## src/rtl/picomips_pkg.sv

```systemverilog
// Shared definitions for the picomips input path.
//   hs_state_t : debounce state machine states for the SW[8] handshake
//   HS_BIT     : index of the handshake switch within SW[8:0]
//   DATA_W     : width of the switch data operand SW[7:0]
package picomips_pkg;

    typedef enum logic [1:0] {
        LOW_STABLE,
        LOW_PEND,
        HIGH_STABLE,
        HIGH_PEND
    } hs_state_t;

    localparam int unsigned HS_BIT = 8;
    localparam int unsigned DATA_W = 8;

endpackage

```

## src/rtl/sw_conditioner_if.sv

```systemverilog
// Switch conditioning bus between the raw switch pins and the picomips core.
//   SW_raw   : raw switch pins, [8] handshake, [7:0] data
//   SW_clean : conditioned switches presented to the core
//   hs_rise  : one-cycle pulse on the debounced handshake going 0->1
//   hs_fall  : one-cycle pulse on the debounced handshake going 1->0
//   bouncing : debounce counter is nonzero
// master drives SW_raw and observes the rest; slave is the conditioner.
interface sw_conditioner_if;
    import picomips_pkg::*;

    logic [HS_BIT:0] SW_raw;
    logic [HS_BIT:0] SW_clean;
    logic            hs_rise;
    logic            hs_fall;
    logic            bouncing;

    modport master (
        output SW_raw,
        input  SW_clean,
        input  hs_rise,
        input  hs_fall,
        input  bouncing
    );

    modport slave (
        input  SW_raw,
        output SW_clean,
        output hs_rise,
        output hs_fall,
        output bouncing
    );

endinterface

```

## src/rtl/sync2.sv

```systemverilog
// Two-flop synchroniser, asynchronously reset to zero.
//   Clock  : destination clock
//   nReset : asynchronous active-low reset
//   d      : asynchronous input bits
//   q      : synchronised bits, two rising edges after d
module sync2 #(
    parameter int unsigned WIDTH = 1
) (
    input  logic             Clock,
    input  logic             nReset,
    input  logic [WIDTH-1:0] d,
    output logic [WIDTH-1:0] q
);

    logic [WIDTH-1:0] meta_q;
    logic [WIDTH-1:0] sync_q;

    always_ff @(posedge Clock or negedge nReset) begin
        if (!nReset) begin
            meta_q <= '0;
            sync_q <= '0;
        end else begin
            meta_q <= d;
            sync_q <= meta_q;
        end
    end

    assign q = sync_q;

endmodule

```

## src/rtl/sw_conditioner.sv

```systemverilog
// Input conditioning for the picomips slide switches.
// Synchronises SW_raw[8:0], debounces the SW[8] handshake and freezes the
// SW[7:0] operand while the debounced handshake is high, so the core's
// hold-until instructions see one clean transition per toggle.
//   Clock  : system clock, rising edge
//   nReset : asynchronous active-low reset
//   sw     : conditioning bus (slave side), see sw_conditioner_if
module sw_conditioner
    import picomips_pkg::*;
#(
    parameter int unsigned DEBOUNCE_CYCLES = 50000
) (
    input  logic            Clock,
    input  logic            nReset,
    sw_conditioner_if.slave sw
);

    localparam int unsigned     CNT_W    = $clog2(DEBOUNCE_CYCLES + 1);
    localparam logic [CNT_W-1:0] CNT_LAST = CNT_W'(DEBOUNCE_CYCLES - 1);
    localparam logic [CNT_W-1:0] CNT_ONE  = CNT_W'(1);
    // With a one-cycle threshold the first disagreeing sample already flips.
    localparam bit              SINGLE   = (DEBOUNCE_CYCLES == 1);

    logic [HS_BIT:0]   sync;
    hs_state_t         state_q;
    logic [CNT_W-1:0]  cnt_q;
    logic              rise_q;
    logic              fall_q;
    logic [DATA_W-1:0] data_q;
    logic              hs_in;
    logic              hs_clean;

    sync2 #(
        .WIDTH(HS_BIT + 1)
    ) u_sync (
        .Clock (Clock),
        .nReset(nReset),
        .d     (sw.SW_raw),
        .q     (sync)
    );

    assign hs_in    = sync[HS_BIT];
    assign hs_clean = (state_q == HIGH_STABLE) || (state_q == HIGH_PEND);

    always_ff @(posedge Clock or negedge nReset) begin
        if (!nReset) begin
            state_q <= LOW_STABLE;
            cnt_q   <= '0;
            rise_q  <= 1'b0;
            fall_q  <= 1'b0;
        end else begin
            rise_q <= 1'b0;
            fall_q <= 1'b0;
            case (state_q)
                LOW_STABLE: begin
                    if (hs_in) begin
                        if (SINGLE) begin
                            state_q <= HIGH_STABLE;
                            rise_q  <= 1'b1;
                        end else begin
                            state_q <= LOW_PEND;
                            cnt_q   <= CNT_ONE;
                        end
                    end
                end
                LOW_PEND: begin
                    if (!hs_in) begin
                        // Glitch rejected: partial count discarded.
                        state_q <= LOW_STABLE;
                        cnt_q   <= '0;
                    end else if (cnt_q == CNT_LAST) begin
                        state_q <= HIGH_STABLE;
                        cnt_q   <= '0;
                        rise_q  <= 1'b1;
                    end else begin
                        cnt_q <= cnt_q + CNT_ONE;
                    end
                end
                HIGH_STABLE: begin
                    if (!hs_in) begin
                        if (SINGLE) begin
                            state_q <= LOW_STABLE;
                            fall_q  <= 1'b1;
                        end else begin
                            state_q <= HIGH_PEND;
                            cnt_q   <= CNT_ONE;
                        end
                    end
                end
                HIGH_PEND: begin
                    if (hs_in) begin
                        state_q <= HIGH_STABLE;
                        cnt_q   <= '0;
                    end else if (cnt_q == CNT_LAST) begin
                        state_q <= LOW_STABLE;
                        cnt_q   <= '0;
                        fall_q  <= 1'b1;
                    end else begin
                        cnt_q <= cnt_q + CNT_ONE;
                    end
                end
                default: begin
                    state_q <= LOW_STABLE;
                    cnt_q   <= '0;
                end
            endcase
        end
    end

    // Loads whenever the handshake was low before this edge: that covers
    // plain tracking, the capture on the rising transition, and resumes one
    // edge after the falling transition.
    always_ff @(posedge Clock or negedge nReset) begin
        if (!nReset) begin
            data_q <= '0;
        end else if (!hs_clean) begin
            data_q <= sync[DATA_W-1:0];
        end
    end

    assign sw.SW_clean = {hs_clean, data_q};
    assign sw.hs_rise  = rise_q;
    assign sw.hs_fall  = fall_q;
    assign sw.bouncing = (cnt_q != '0);

endmodule

```

## src/flat_wrapper.sv

```systemverilog
// flat-port wrapper written by rule: the top's interface ports become plain ports
module sw_conditioner_flat import picomips_pkg::*;
#(
    parameter int unsigned DEBOUNCE_CYCLES = 50000
)
  (Clock, nReset, sw_SW_raw, sw_SW_clean, sw_hs_rise, sw_hs_fall, sw_bouncing);
  sw_conditioner_if sw_i ();
  input  logic Clock;
  input  logic nReset;
  input wire logic [$bits(sw_i.SW_raw)-1:0] sw_SW_raw;
  output wire logic [$bits(sw_i.SW_clean)-1:0] sw_SW_clean;
  output wire logic [$bits(sw_i.hs_rise)-1:0] sw_hs_rise;
  output wire logic [$bits(sw_i.hs_fall)-1:0] sw_hs_fall;
  output wire logic [$bits(sw_i.bouncing)-1:0] sw_bouncing;
  assign sw_i.SW_raw = sw_SW_raw;
  assign sw_SW_clean = sw_i.SW_clean;
  assign sw_hs_rise = sw_i.hs_rise;
  assign sw_hs_fall = sw_i.hs_fall;
  assign sw_bouncing = sw_i.bouncing;
  sw_conditioner #(.DEBOUNCE_CYCLES(DEBOUNCE_CYCLES)) u_core (.Clock(Clock), .nReset(nReset), .sw(sw_i));
endmodule
```

## config.mk

```make
export PLATFORM = sky130hd
export DESIGN_NAME = sw_conditioner_flat
export DESIGN_NICKNAME = d
export VERILOG_FILES = /design/src/rtl/picomips_pkg.sv /design/src/rtl/sw_conditioner_if.sv /design/src/rtl/sync2.sv /design/src/rtl/sw_conditioner.sv /design/src/flat_wrapper.sv
export SDC_FILE = /design/constraint.sdc
export NUM_CORES = 1
export LEC_CHECK = 0
export ABC_AREA = 1
export BUFFER_PORTS_ARGS = -buffer_cell sky130_fd_sc_hd__buf_2
export CAP_MARGIN = 5
export CORE_MARGIN = 2
export CORE_UTILIZATION = 35
export CTS_CLUSTER_SIZE = 10
export DETAILED_ROUTE_END_ITERATION = 10
export GPL_TIMING_DRIVEN = 1
export PLACE_DENSITY = 0.55
export SETUP_SLACK_MARGIN = 0.2
export SLEW_MARGIN = 20
export SYNTH_ARGS = -nofsm -noshare
export SYNTH_HDL_FRONTEND = slang
export SYNTH_SLANG_ARGS = --single-unit
```

## constraint.sdc

```tcl
create_clock -name Clock -period 1.9 [get_ports Clock]
set_input_delay 0.38 -clock Clock [delete_from_list [all_inputs] [get_ports Clock]]
set_output_delay 0.38 -clock Clock [all_outputs]
set_load 0.005 [all_outputs]
```

== After elaboration in Yosys (flattened, before gate mapping) ==
Index checks and enable logic that the tools add are counted.
Operators by class
  add/sub/neg operators: 1
  equality and inequality tests: 8
  mux-type cells: 18
  reductions and logical operators: 5
Operators with widths (number)
  16-bit two-way mux: 5
  16-bit case mux with 4 select lines: 1
  16-bit by 1-bit adder with 16-bit output (second input constant): 1
  16-bit == test (second input constant): 1
  16-bit nonzero test: 1
  2-bit two-way mux: 6
  2-bit case mux with 4 select lines: 1
  1-bit two-way mux: 5
  2-bit == test (second input constant): 2
  2-bit inequality test (second input constant): 2
  4-bit AND reduction: 1
  3-bit by 2-bit inequality test with 1-bit output (second input constant): 1
  3-bit inequality test (second input constant): 1
  2-bit by 1-bit == test with 1-bit output (second input constant): 1
  2-bit logical NOT: 1
  2-bit AND reduction: 1
  1-bit logical OR: 1
Storage, ports and cells
  bits in registers: 46
  input port bits: 11
  output and inout bits: 12
  logic and storage cells: 39

== Longest topological paths before layout ==
Gate-level depths: netlist (run 1).
  depth in word-level cells: 4
  gate-level depth with buffers: 9
  gate-level depth less buffers: 9

== Hierarchy ==
A second synthesis (run 1) with hierarchy kept.
Second synthesis, totals
  cell total of the unflattened synthesis: 233
  area total of the unflattened synthesis: 2034.5 um^2
By module, submodules not included
  sw_conditioner: instances 1, cells each 215, area an instance 1584.0 um^2, sequential area each 700.7 um^2
  sync2: instances 1, cells each 18, area an instance 450.4 um^2, sequential area each 450.4 um^2

== Least setup slack after synthesis (run 1) ==
No wires, ideal clock.
  kind: register to register
  from: register u_core.cnt_q[0]
  to: register with a tool-made name
  library setup time: 0.117 ns
  data arrival time: 1.207 ns
  required time: 1.783 ns
  setup slack: 0.576 ns
  cell stages (with the launch flop): 9
  path buffers: 0
  period minus slack after synthesis: 1.324 ns
  path through: dfrtp_1 -> ha_1 -> nand3_1 -> nor2_2 -> nand2_2 -> nor2_4 -> nand2_1 -> o21ai_1 -> inv_1
RTL lines
  start, declared: RTL line sw_conditioner.sv:26  | logic [CNT_W-1:0] cnt_q;
  start signal, assigned: RTL line sw_conditioner.sv:76  | cnt_q <= cnt_q + CNT_ONE;
  start signal, assigned: RTL line sw_conditioner.sv:99  | cnt_q <= cnt_q + CNT_ONE;

== Worst setup path in the final report (run 1) ==
  from: register u_core.cnt_q[0]
  to: output sw_bouncing
On the way
  word-level cells in the longest chain between the ends: 1
RTL lines
  16-bit nonzero test: RTL line sw_conditioner.sv:124  | assign sw.bouncing = (cnt_q != '0);
  end, declared: RTL line flat_wrapper.sv:14  | output wire logic [$bits(sw_i.bouncing)-1:0] sw_bouncing;
No other way between the ends.

==> results of run 1 <==
-- cell type report --
| class | instances | area [um2] | share of cell area (%) |
|---|---|---|---|
| timing repair buffer | 32 | 198 | 8.37 |
| inverter | 26 | 97.6 | 4.13 |
| multi-input combinational | 139 | 729 | 30.9 |
| tap | 72 | 90.1 | 3.81 |
| clock buffer | 5 | 68.8 | 2.91 |
| clock inverter | 3 | 25.0 | 1.06 |
| sequential | 46 | 1150 | 48.8 |
-- registers in the layout, indices dropped and copies added (netlist names), named ones only --
signal                flops
u_core.cnt_q             16
u_core.u_sync.meta_q      9
u_core.u_sync.q           9
u_core.data_q             8
u_core.state_q            1
u_core.sw.hs_fall         1
u_core.sw.hs_rise         1
-- worst max-delay path by stage --
stage	slack, ns	cells after the start	end
after CTS	0.19	6	sw_bouncing
after detailed placement	0.35	7	u_core.cnt_q[15]
final	0.18	6	sw_bouncing
after global placement	0.37	6	sw_bouncing
after global routing	0.11	6	sw_bouncing
after floorplan	0.58	8	flip-flop
-- placed cells by master (no fill, tap or decap), types with 2 or more instances in the layout --
cell type	instances
sky130_fd_sc_hd__a21oi_1	4
sky130_fd_sc_hd__buf_2	22
sky130_fd_sc_hd__buf_4	9
sky130_fd_sc_hd__clkbuf_8	5
sky130_fd_sc_hd__dfrtp_1	44
sky130_fd_sc_hd__dfrtp_2	2
sky130_fd_sc_hd__inv_1	23
sky130_fd_sc_hd__inv_2	3
sky130_fd_sc_hd__nand2_1	63
sky130_fd_sc_hd__nand2_2	7
sky130_fd_sc_hd__nand3_1	14
sky130_fd_sc_hd__nand4_1	4
sky130_fd_sc_hd__nor2_1	11
sky130_fd_sc_hd__nor2_2	3
sky130_fd_sc_hd__nor2_4	4
sky130_fd_sc_hd__nor3_1	3
sky130_fd_sc_hd__o21ai_0	8
sky130_fd_sc_hd__o21ai_1	3
sky130_fd_sc_hd__o22ai_1	5
sky130_fd_sc_hd__xor2_1	3
-- power by group --
part	total, uW	switching (uW)	leakage, uW	internal, uW
registers	1030	17.4	0.000574	1010
clock network	607	341	0.0000447	266
logic	134	77.3	0.000519	56.3
-- synth_stat cells, drive strengths merged --
library cell   n
nand3         15
o22ai          5
a21oi          5
o21ai         11
nor3           4
xor2           3
nor4           1
xnor2          1
dfrtp         46
nand4          4
clkbuf         1
buf            3
ha             2
nand2         70
nor2          18
inv           26
-- kinds of logic after synthesis --
kind of cell,after synthesis,synth area share (%)
compound gates,21,6.22
xor+xnor,4,1.78
fa+ha+maj,2,1.27
buf+inv,30,6.03
flops,46,58.4
simple gates,112,26.3
-- stage by stage --
stage	cell area, um2	total power [uW]
final	2360	1770
after global routing	2360	1870
after CTS	2320	1800
after detailed placement	2160	1160
after global placement	2160	1160
after floorplan	1970	1100
-- timing repair --
item | CTS | global route
gates resized for setup | 9 | 1
buffers inserted | 5 | 3
setup endpoints to repair | 1 | 4
pin swaps | 3 | 1
-- routing by layer --
metal | up-vias | global-route usage [%] | part of all wire, %
li1 | 748 | - | -
met1 | 706 | 16.4 | 45
met2 | 29 | 22.5 | 50
met3 | 4 | 2.95 | 3.4
met4 | 0 | 5.00 | 1.2
met5 | - | 0 | 0
==> summary.txt, run 1 <==
Outcome = complete, no violations
Highest Clock Rate = 583 MHz
Delay of the slowest cell on the worst path = 0.40 ns
Post-synth top area share = 58.4%
Number of failing hold endpoints at the final stage = 0
Starting density of the core = 36.0%
Fraction of layout cells with a size suffix above 1 = 25.5%
Combined global-route utilization of all metal layers = 13.2%
Clock slew seen by the registers of the worst setup and hold paths = 0.09 ns
Setup repair after global routing missed its margin = yes
Total gr overflow = 0
Arrival time of data at the critical path endpoint = 1.34 ns
Max clock buf depth = 2
Cell type group with the largest total delay on the critical path = flip-flops
Number of max-slew violations in the final report = 0
Detail-routed via count per cell = 4.60
Pin count of the biggest net entering global routing = 47
Pre-CTS setup slack = 0.354 ns
Top cells by area in the synthesized netlist = sky130_fd_sc_hd__dfrtp_1, sky130_fd_sc_hd__nand2_1, sky130_fd_sc_hd__inv_1, sky130_fd_sc_hd__nand3_1, sky130_fd_sc_hd__nor2_1
Latest clock arrival within the worst-skew pair = 0.29 ns
CTS tree = yes
Number of antenna violations at the first check in global routing = 0
Floorplan die height = 79.0 um
Aggregate negative setup slack = 0 ns
Post-DRT Antenna Nets = 0
DRC marker count from the first detailed-route iteration = 99
Number of distinct library cells after synthesis = 24
Number of hold-repair buffers added at the cts stage = 0
Post-synthesis sequential element count = 46
Area added between synthesis and finish = 19.9%
Cell at the slowest stage of the critical path = sky130_fd_sc_hd__dfrtp_1
Reg2Reg Depth = 7
# setup viols final = 0
Startpoint type of the worst setup path = flip-flop
Site Rows = 27
Detailed-route wire length per cell = 11.5 um
Placeable core area = 5470 um2
N_diodes = 0
Count of buffers from port buffering = 22
Critical path required time = 1.52 ns
Smallest setup slack after layout = 0.185 ns
Routability-driven placement congestion ratio = 0.809
Worst Path Max Fanout = 2
Leakage power = 0.00114 uW
Worst Hold Slack = 0.162 ns
Yosys warnings = 0
Die footprint = 6250 um2
Setup skew after layout = 0.00315 ns
Class of the tightest hold or removal check = in -> async
Syn Std Cell Area = 1970 um2
Top-level I/O count = 23
Least-Margin Pin Slew = 0.582 ns
Largest area contributor in the synthesized netlist = sky130_fd_sc_hd__dfrtp_1
Reg2reg end = u_core.cnt_q[15]
Crit path buffers/inverters = 2
Utilization after layout = 43.2%
NumNets Final = 263
Max IR drop VDD = 0.369 mV
CTS Sinks = 46
Total CTS buffers = 5
Critical Path Start = u_core.cnt_q[0]
Post-route fraction of the period consumed by the critical path = 90.3%
Fin cells = 323
Detailed-route wire length = 3710 um
Crit-path cells = inv_2, ha_4, nand3_2, nor2_2, nand4_1, buf_2
Total vias in the final route = 1,487
Placed Cells = 307
First-pass GRT wire length = 6470 um
DPL Wire Length = 2540 um
Critical register-to-register path startpoint = u_core.cnt_q[0]
Clock Root Buffer = sky130_fd_sc_hd__clkbuf_8
Number of levels in the clock H-tree = 2
Post-Synthesis Cells = 215
Number of global-route vias before repair = 1,448
Type of the setup path with the least slack = reg -> out
FF-to-FF setup slack = 0.32 ns
Total nets after synthesis = 228
Sequential element share of the synthesized area = 58.4%
Endpoint type of the worst setup path = primary output
DR pass1 iterations = 4
Power per unit of standard cell area = 750 nW/um2
Die X-Extent = 79.0 um
DRC violation count after routing = 0
Fill cell total of the finished layout = 567
Number of violations of the max-capacitance limit = 0
Relative slew slack = 61.2%
Minimum period implied by the final worst setup slack = 1.72 ns
Post-synthesis area per instance = 9.17 um2
Power figures use the tool's default switching activity.
==> run 2, diff against run 1 <==
--- a/config.mk
+++ b/config.mk
@@ -8,12 +8,14 @@
 export ABC_AREA = 1
 export BUFFER_PORTS_ARGS = -buffer_cell sky130_fd_sc_hd__buf_2
 export CAP_MARGIN = 5
+export CELL_PAD_IN_SITES_DETAIL_PLACEMENT = 1
+export CELL_PAD_IN_SITES_GLOBAL_PLACEMENT = 1
 export CORE_MARGIN = 2
 export CORE_UTILIZATION = 35
 export CTS_CLUSTER_SIZE = 10
 export DETAILED_ROUTE_END_ITERATION = 10
 export GPL_TIMING_DRIVEN = 1
-export PLACE_DENSITY = 0.55
+export PLACE_DENSITY = 0.68
 export SETUP_SLACK_MARGIN = 0.2
 export SLEW_MARGIN = 20
 export SYNTH_ARGS = -nofsm -noshare
==> summary.txt, run 2 (same netlist as run 1, synthesis figures left out) <==
Outcome = complete, no violations
Number of max-slew violations in the final report = 0 (unchanged)
Count of buffers from port buffering = 22 (unchanged)
Top-level I/O count = 23 (unchanged)
DPL Wire Length = 2990 um (+18%)
Power per unit of standard cell area = 750 nW/um2 (about the same)
Arrival time of data at the critical path endpoint = 1.34 ns (about the same)
Latest clock arrival within the worst-skew pair = 0.30 ns (about the same)
Placeable core area = 5470 um2 (unchanged)
CTS tree = yes
Clock Root Buffer = sky130_fd_sc_hd__clkbuf_8
Reg2Reg Depth = 9 (+2)
DR pass1 iterations = 4 (unchanged)
Die X-Extent = 79.0 um (unchanged)
Worst Path Max Fanout = 2 (unchanged)
Number of gates on the worst path with buffers counted = 6 (unchanged)
Endpoint type of the worst setup path = primary output
Placed Cells = 308 (+0.33%)
NumNets Final = 262 (-0.38%)
Worst Hold Slack = 0.0459 ns (-0.116 ns)
Fin cells = 322 (-0.31%)
Critical path required time = 1.52 ns (about the same)
Site Rows = 27 (unchanged)
Post-DRT Antenna Nets = 0 (unchanged)
Largest Register = u_core.cnt_q
Total CTS buffers = 5 (unchanged)
Least-Margin Pin Slew = 0.511 ns (-0.0710 ns)
Clock slew seen by the registers of the worst setup and hold paths = 0.09 ns (about the same)
Fraction of layout cells with a size suffix above 1 = 25.2% (-0.30 points)
CTS Sinks = 46 (unchanged)
DRC marker count from the first detailed-route iteration = 52 (-47%)
DRC violation count after routing = 0 (unchanged)
Routability-driven placement congestion ratio = 0.781 (-3.5%)
Cell at the slowest stage of the critical path = sky130_fd_sc_hd__dfrtp_1
Aggregate negative setup slack = 0 ns (unchanged)
Number of failing hold endpoints at the final stage = 0 (unchanged)
Pin count of the biggest net entering global routing = 27 (-43%)
Number of antenna violations at the first check in global routing = 0 (unchanged)
Setup skew after layout = 0.00535 ns (+0.00220 ns)
Highest Clock Rate = 582 MHz (-0.17%)
Number of violations of the max-capacitance limit = 0 (unchanged)
Detailed-route wire length = 4350 um (+17%)
Leakage power = 0.00113 uW (-0.43%)
# setup viols final = 0 (unchanged)
Die footprint = 6250 um2 (unchanged)
Number of hold-repair buffers added at the cts stage = 0 (unchanged)
Number of flip-flops in the largest register = 16 (unchanged)
Number of global-route vias before repair = 1,545 (+6.7%)
Cell type group with the largest total delay on the critical path = flip-flops
Relative slew slack = 65.9% (+4.7 points)
Combined global-route utilization of all metal layers = 15.7% (+2.5 points)
Crit-path cells = inv_2, ha_4, nand3_2, nor2_2, nand4_1, buf_2
N_diodes = 0 (unchanged)
Class of the tightest hold or removal check = in -> async
Area added between synthesis and finish = 19.9% (unchanged)
Number of levels in the clock H-tree = 2 (unchanged)
Highest-count cells in the layout ignoring fill and taps = sky130_fd_sc_hd__nand2_1, sky130_fd_sc_hd__dfrtp_1, sky130_fd_sc_hd__inv_1, sky130_fd_sc_hd__buf_2, sky130_fd_sc_hd__nand3_1
Total gr overflow = 0 (unchanged)
Max clock buf depth = 2 (unchanged)
Max IR drop VDD = 0.340 mV (-8.0%)
Startpoint type of the worst setup path = flip-flop
Type of the setup path with the least slack = reg -> out
Detailed-route wire length per cell = 13.5 um (+18%)
Detail-routed via count per cell = 4.60 (about the same)
First-pass GRT wire length = 7500 um (+16%)
Post-route fraction of the period consumed by the critical path = 90.4% (+0.16 points)
Floorplan die height = 79.0 um (unchanged)
Setup repair after global routing missed its margin = yes
Minimum period implied by the final worst setup slack = 1.72 ns (+0.00299 ns)
Total vias in the final route = 1,482 (-0.34%)
Starting density of the core = 36.0% (unchanged)
Crit path buffers/inverters = 2 (unchanged)
Fill cell total of the finished layout = 674 (+19%)
Most common cell after layout, fill and taps aside = sky130_fd_sc_hd__nand2_1
Delay of the slowest cell on the worst path = 0.41 ns (about the same)
-- run 2: cell types whose count changed in the layout (fill, tap and decap cells not counted), sizes merged --
cell	change
clkinvlp	-1
buf	-1
clkbuf	+1
inv	-1
clkinv	+1
-- run 2: cell type report --
class / instances / area (um2) / share of cell area, %
Clock inverter: 2 / 13.8 / 0.583
Timing Repair Buffer: 31 / 203 / 8.58
Tap cell: 72 / 90.1 / 3.81
Multi-Input combinational cell: 139 / 732 / 31.0
Inverter: 26 / 97.6 / 4.13
Clock buffer: 6 / 72.6 / 3.07
Sequential cell: 46 / 1150 / 48.8
-- run 2: layer usage --
metal,GRT usage [%],vias up,part of all wire (%)
li1,-,745,-
met1,20.1,713,45
met2,25.7,18,50
met3,3.18,6,2.2
met4,7.07,0,2.1
met5,0,-,0
-- run 2: report_power, final --
part	switching (uW)	total, uW	internal [uW]
combinational	82.4	146	63.5
sequential	18.6	1030	1010
clock	332	592	260
total	433	1770	1340
-- run 2: metrics by stage --
stage               setup WS (ns)  cell area (um2)  total power [uW]  util (%)
finish                      0.182             2360              1770      43.2
global route               0.0849             2360              1860      43.2
CTS                         0.174             2340              1800      42.7
detailed placement          0.317             2180              1170      39.9
global placement            0.350             2180              1170      39.9
floorplan                   0.576             1970              1100         -
-- run 2: timing repair --
item                                    CTS  global route
buffers inserted                          5             1
cloned                                    0             0
gates resized for setup                   9             2
endpoints found under the setup margin    1            18
pin swaps                                 3             1
-- run 2: path summary, 6_finish.rpt --
kind	to	startpoint	slack [ns]
min reg2reg	u_core.u_sync.q[8]	u_core.u_sync.meta_q[8]	0.35
max in group asynchronous	u_core.u_sync.q[6]	nReset	1.35
min	u_core.u_sync.meta_q[2]	nReset	0.05
max	sw_bouncing	u_core.cnt_q[0]	0.18
max reg2reg	flip-flop	u_core.cnt_q[0]	0.24
min in group Clock	u_core.u_sync.meta_q[1]	sw_SW_raw[1]	0.19
-- run 2: worst reg2reg max path: cells and delay by family, from the launching register on --
family	cells	cell delay, ns
AO/OA/AOI/OAI	1	0.08
adder cells (fa/ha/maj)	1	0.20
buffers and inverters	2	0.19
flip-flops	1	0.39
AND/OR/NAND/NOR	5	0.71
==> run 3, diff against run 2 <==
--- a/config.mk
+++ b/config.mk
@@ -12,6 +12,7 @@
 export CELL_PAD_IN_SITES_GLOBAL_PLACEMENT = 1
 export CORE_MARGIN = 2
 export CORE_UTILIZATION = 35
+export CTS_BUF_LIST = sky130_fd_sc_hd__clkbuf_4 sky130_fd_sc_hd__clkbuf_8 sky130_fd_sc_hd__clkbuf_16
 export CTS_CLUSTER_SIZE = 10
 export DETAILED_ROUTE_END_ITERATION = 10
 export GPL_TIMING_DRIVEN = 1
==> summary.txt, run 3 (same netlist as run 1, synthesis figures left out) <==
Outcome = complete, no violations
DR pass1 iterations = 4 (unchanged)
Routability-driven placement congestion ratio = 0.781 (unchanged)
Relative slew slack = 66.2% (+0.28 points)
Class of the tightest hold or removal check = in -> async
Highest Clock Rate = 581 MHz (-0.13%)
Latest clock arrival within the worst-skew pair = 0.30 ns (about the same)
Top-level I/O count = 23 (unchanged)
Placeable core area = 5470 um2 (unchanged)
Setup repair after global routing missed its margin = yes
Highest-count cells in the layout ignoring fill and taps = sky130_fd_sc_hd__nand2_1, sky130_fd_sc_hd__dfrtp_1, sky130_fd_sc_hd__inv_1, sky130_fd_sc_hd__buf_2, sky130_fd_sc_hd__nand3_1
Leakage power = 0.00114 uW (+0.30%)
Die X-Extent = 79.0 um (unchanged)
DPL Wire Length = 2990 um (unchanged)
Total vias in the final route = 1,483 (+0.067%)
Starting density of the core = 36.0% (unchanged)
Critical path required time = 1.52 ns (about the same)
# setup viols final = 0 (unchanged)
Count of buffers from port buffering = 22 (unchanged)
Detailed-route wire length per cell = 13.4 um (-1.0%)
Number of antenna violations at the first check in global routing = 0 (unchanged)
Number of violations of the max-capacitance limit = 0 (unchanged)
First-pass GRT wire length = 7450 um (-0.73%)
Floorplan die height = 79.0 um (unchanged)
Die footprint = 6250 um2 (unchanged)
Detail-routed via count per cell = 4.61 (about the same)
Type of the setup path with the least slack = reg -> out
DRC violation count after routing = 0 (unchanged)
Pwr Total = 1790 uW (+0.94%)
Number of failing hold endpoints at the final stage = 0 (unchanged)
Total gr overflow = 0 (unchanged)
Number of global-route vias before repair = 1,547 (+0.13%)
Arrival time of data at the critical path endpoint = 1.34 ns (about the same)
Minimum period implied by the final worst setup slack = 1.72 ns (+0.00223 ns)
NumNets Final = 262 (unchanged)
DRC marker count from the first detailed-route iteration = 69 (+33%)
Post-DRT Antenna Nets = 0 (unchanged)
Post-route fraction of the period consumed by the critical path = 90.6% (+0.12 points)
Power per unit of standard cell area = 755 nW/um2 (+0.78%)
Pin count of the biggest net entering global routing = 27 (unchanged)
N_diodes = 0 (unchanged)
Number of hold-repair buffers added at the cts stage = 0 (unchanged)
Detailed-route wire length = 4310 um (-1.0%)
Total CTS buffers = 5 (unchanged)
Largest Register = u_core.cnt_q
Max IR drop VDD = 0.345 mV (+1.6%)
Combined global-route utilization of all metal layers = 15.5% (-0.15 points)
CTS tree = yes
Fraction of layout cells with a size suffix above 1 = 25.6% (+0.40 points)
Number of levels in the clock H-tree = 2 (unchanged)
Fill cell total of the finished layout = 672 (-0.30%)
Area added between synthesis and finish = 20.1%
Post-layout instance area = 2370 um2 (+0.16%)
Worst Hold Slack = 0.0416 ns (-0.00429 ns)
Least-Margin Pin Slew = 0.507 ns (-0.00415 ns)
Setup skew after layout = 0.00574 ns (+0.000394 ns)
Clock slew seen by the registers of the worst setup and hold paths = 0.09 ns (about the same)
Most common cell after layout, fill and taps aside = sky130_fd_sc_hd__nand2_1
Number of flip-flops in the largest register = 16 (unchanged)
Endpoint type of the worst setup path = primary output
Area after DPL = 2180 um2 (unchanged)
CTS Sinks = 46 (unchanged)
Aggregate negative setup slack = 0 ns (unchanged)
Startpoint type of the worst setup path = flip-flop
Max clock buf depth = 2 (unchanged)
Clock Root Buffer = sky130_fd_sc_hd__clkbuf_8
Worst Path Max Fanout = 4 (+2)
Number of max-slew violations in the final report = 0 (unchanged)
Utilization after layout = 43.2% (+0.068 points)
Site Rows = 27 (unchanged)
-- run 3: cell counts in the layout (fill, tap and decap cells not counted) --
Identical to the previous run, type by type.
-- run 3: layout make-up --
class                      instances  area (um2)  area share [%]
clock inverter                     2        13.8           0.582
inverter                          26        97.6            4.12
multi-input combinational        139         732            30.9
clock buffer                       6        76.3            3.23
sequential                        46        1150            48.8
timing repair buffer              31         203            8.57
tap                               72        90.1            3.81
-- run 3: power by group --
group,switching [uW],leakage (uW),total (uW),internal (uW)
Combinational,82.2,0.000514,146,63.5
Clock,335,0.0000486,609,274
Sequential,18.5,0.000574,1030,1010
Total,436,0.00114,1790,1350
-- run 3: worst paths after layout --
path | start | end | slack [ns] | cells after the start
hold reg to reg | u_core.u_sync.meta_q[8] | u_core.u_sync.q[8] | 0.35 | 0
min in group Clock | sw_SW_raw[5] | u_core.u_sync.meta_q[5] | 0.18 | 1
max in group asynchronous | nReset | u_core.u_sync.meta_q[4] | 1.35 | 2
setup / recovery | u_core.cnt_q[5] | sw_bouncing | 0.18 | 5
setup reg to reg | u_core.cnt_q[0] | flip-flop | 0.24 | 9
hold / removal | nReset | u_core.u_sync.meta_q[2] | 0.04 | 1
-- run 3: critical path, stage by stage, from the launching register on --
cell and delay [ns]:
sky130_fd_sc_hd__dfrtp_1 0.44, sky130_fd_sc_hd__nor2_1 0.13, sky130_fd_sc_hd__nand2_1 0.11, sky130_fd_sc_hd__nor2_2 0.13, sky130_fd_sc_hd__nand4_1 0.09, sky130_fd_sc_hd__buf_2 0.14
-- run 3: routing by layer --
metal  routed length, um  part of all wire [%]  track usage, %
met5                   0                     0               0
met2                2160                    50            25.4
met1                1970                    46            19.8
met4                  91                   2.1            7.07
met3                  86                   2.0            3.18
-- run 3: through the flow --
step | instances | worst slack (ns)
finish | 322 | 0.179
global route | 322 | 0.0849
CTS | 321 | 0.174
detailed placement | 308 | 0.317
global placement | 308 | 0.350
floorplan | 215 | 0.576
-- run 3: what timing repair did --
action | in CTS | in global routing
pin swaps | 3 | 1
buffers inserted | 5 | 1
resized for setup | 9 | 2
hold endpoints to repair | 0 | 0
endpoints found under the setup margin | 1 | 18
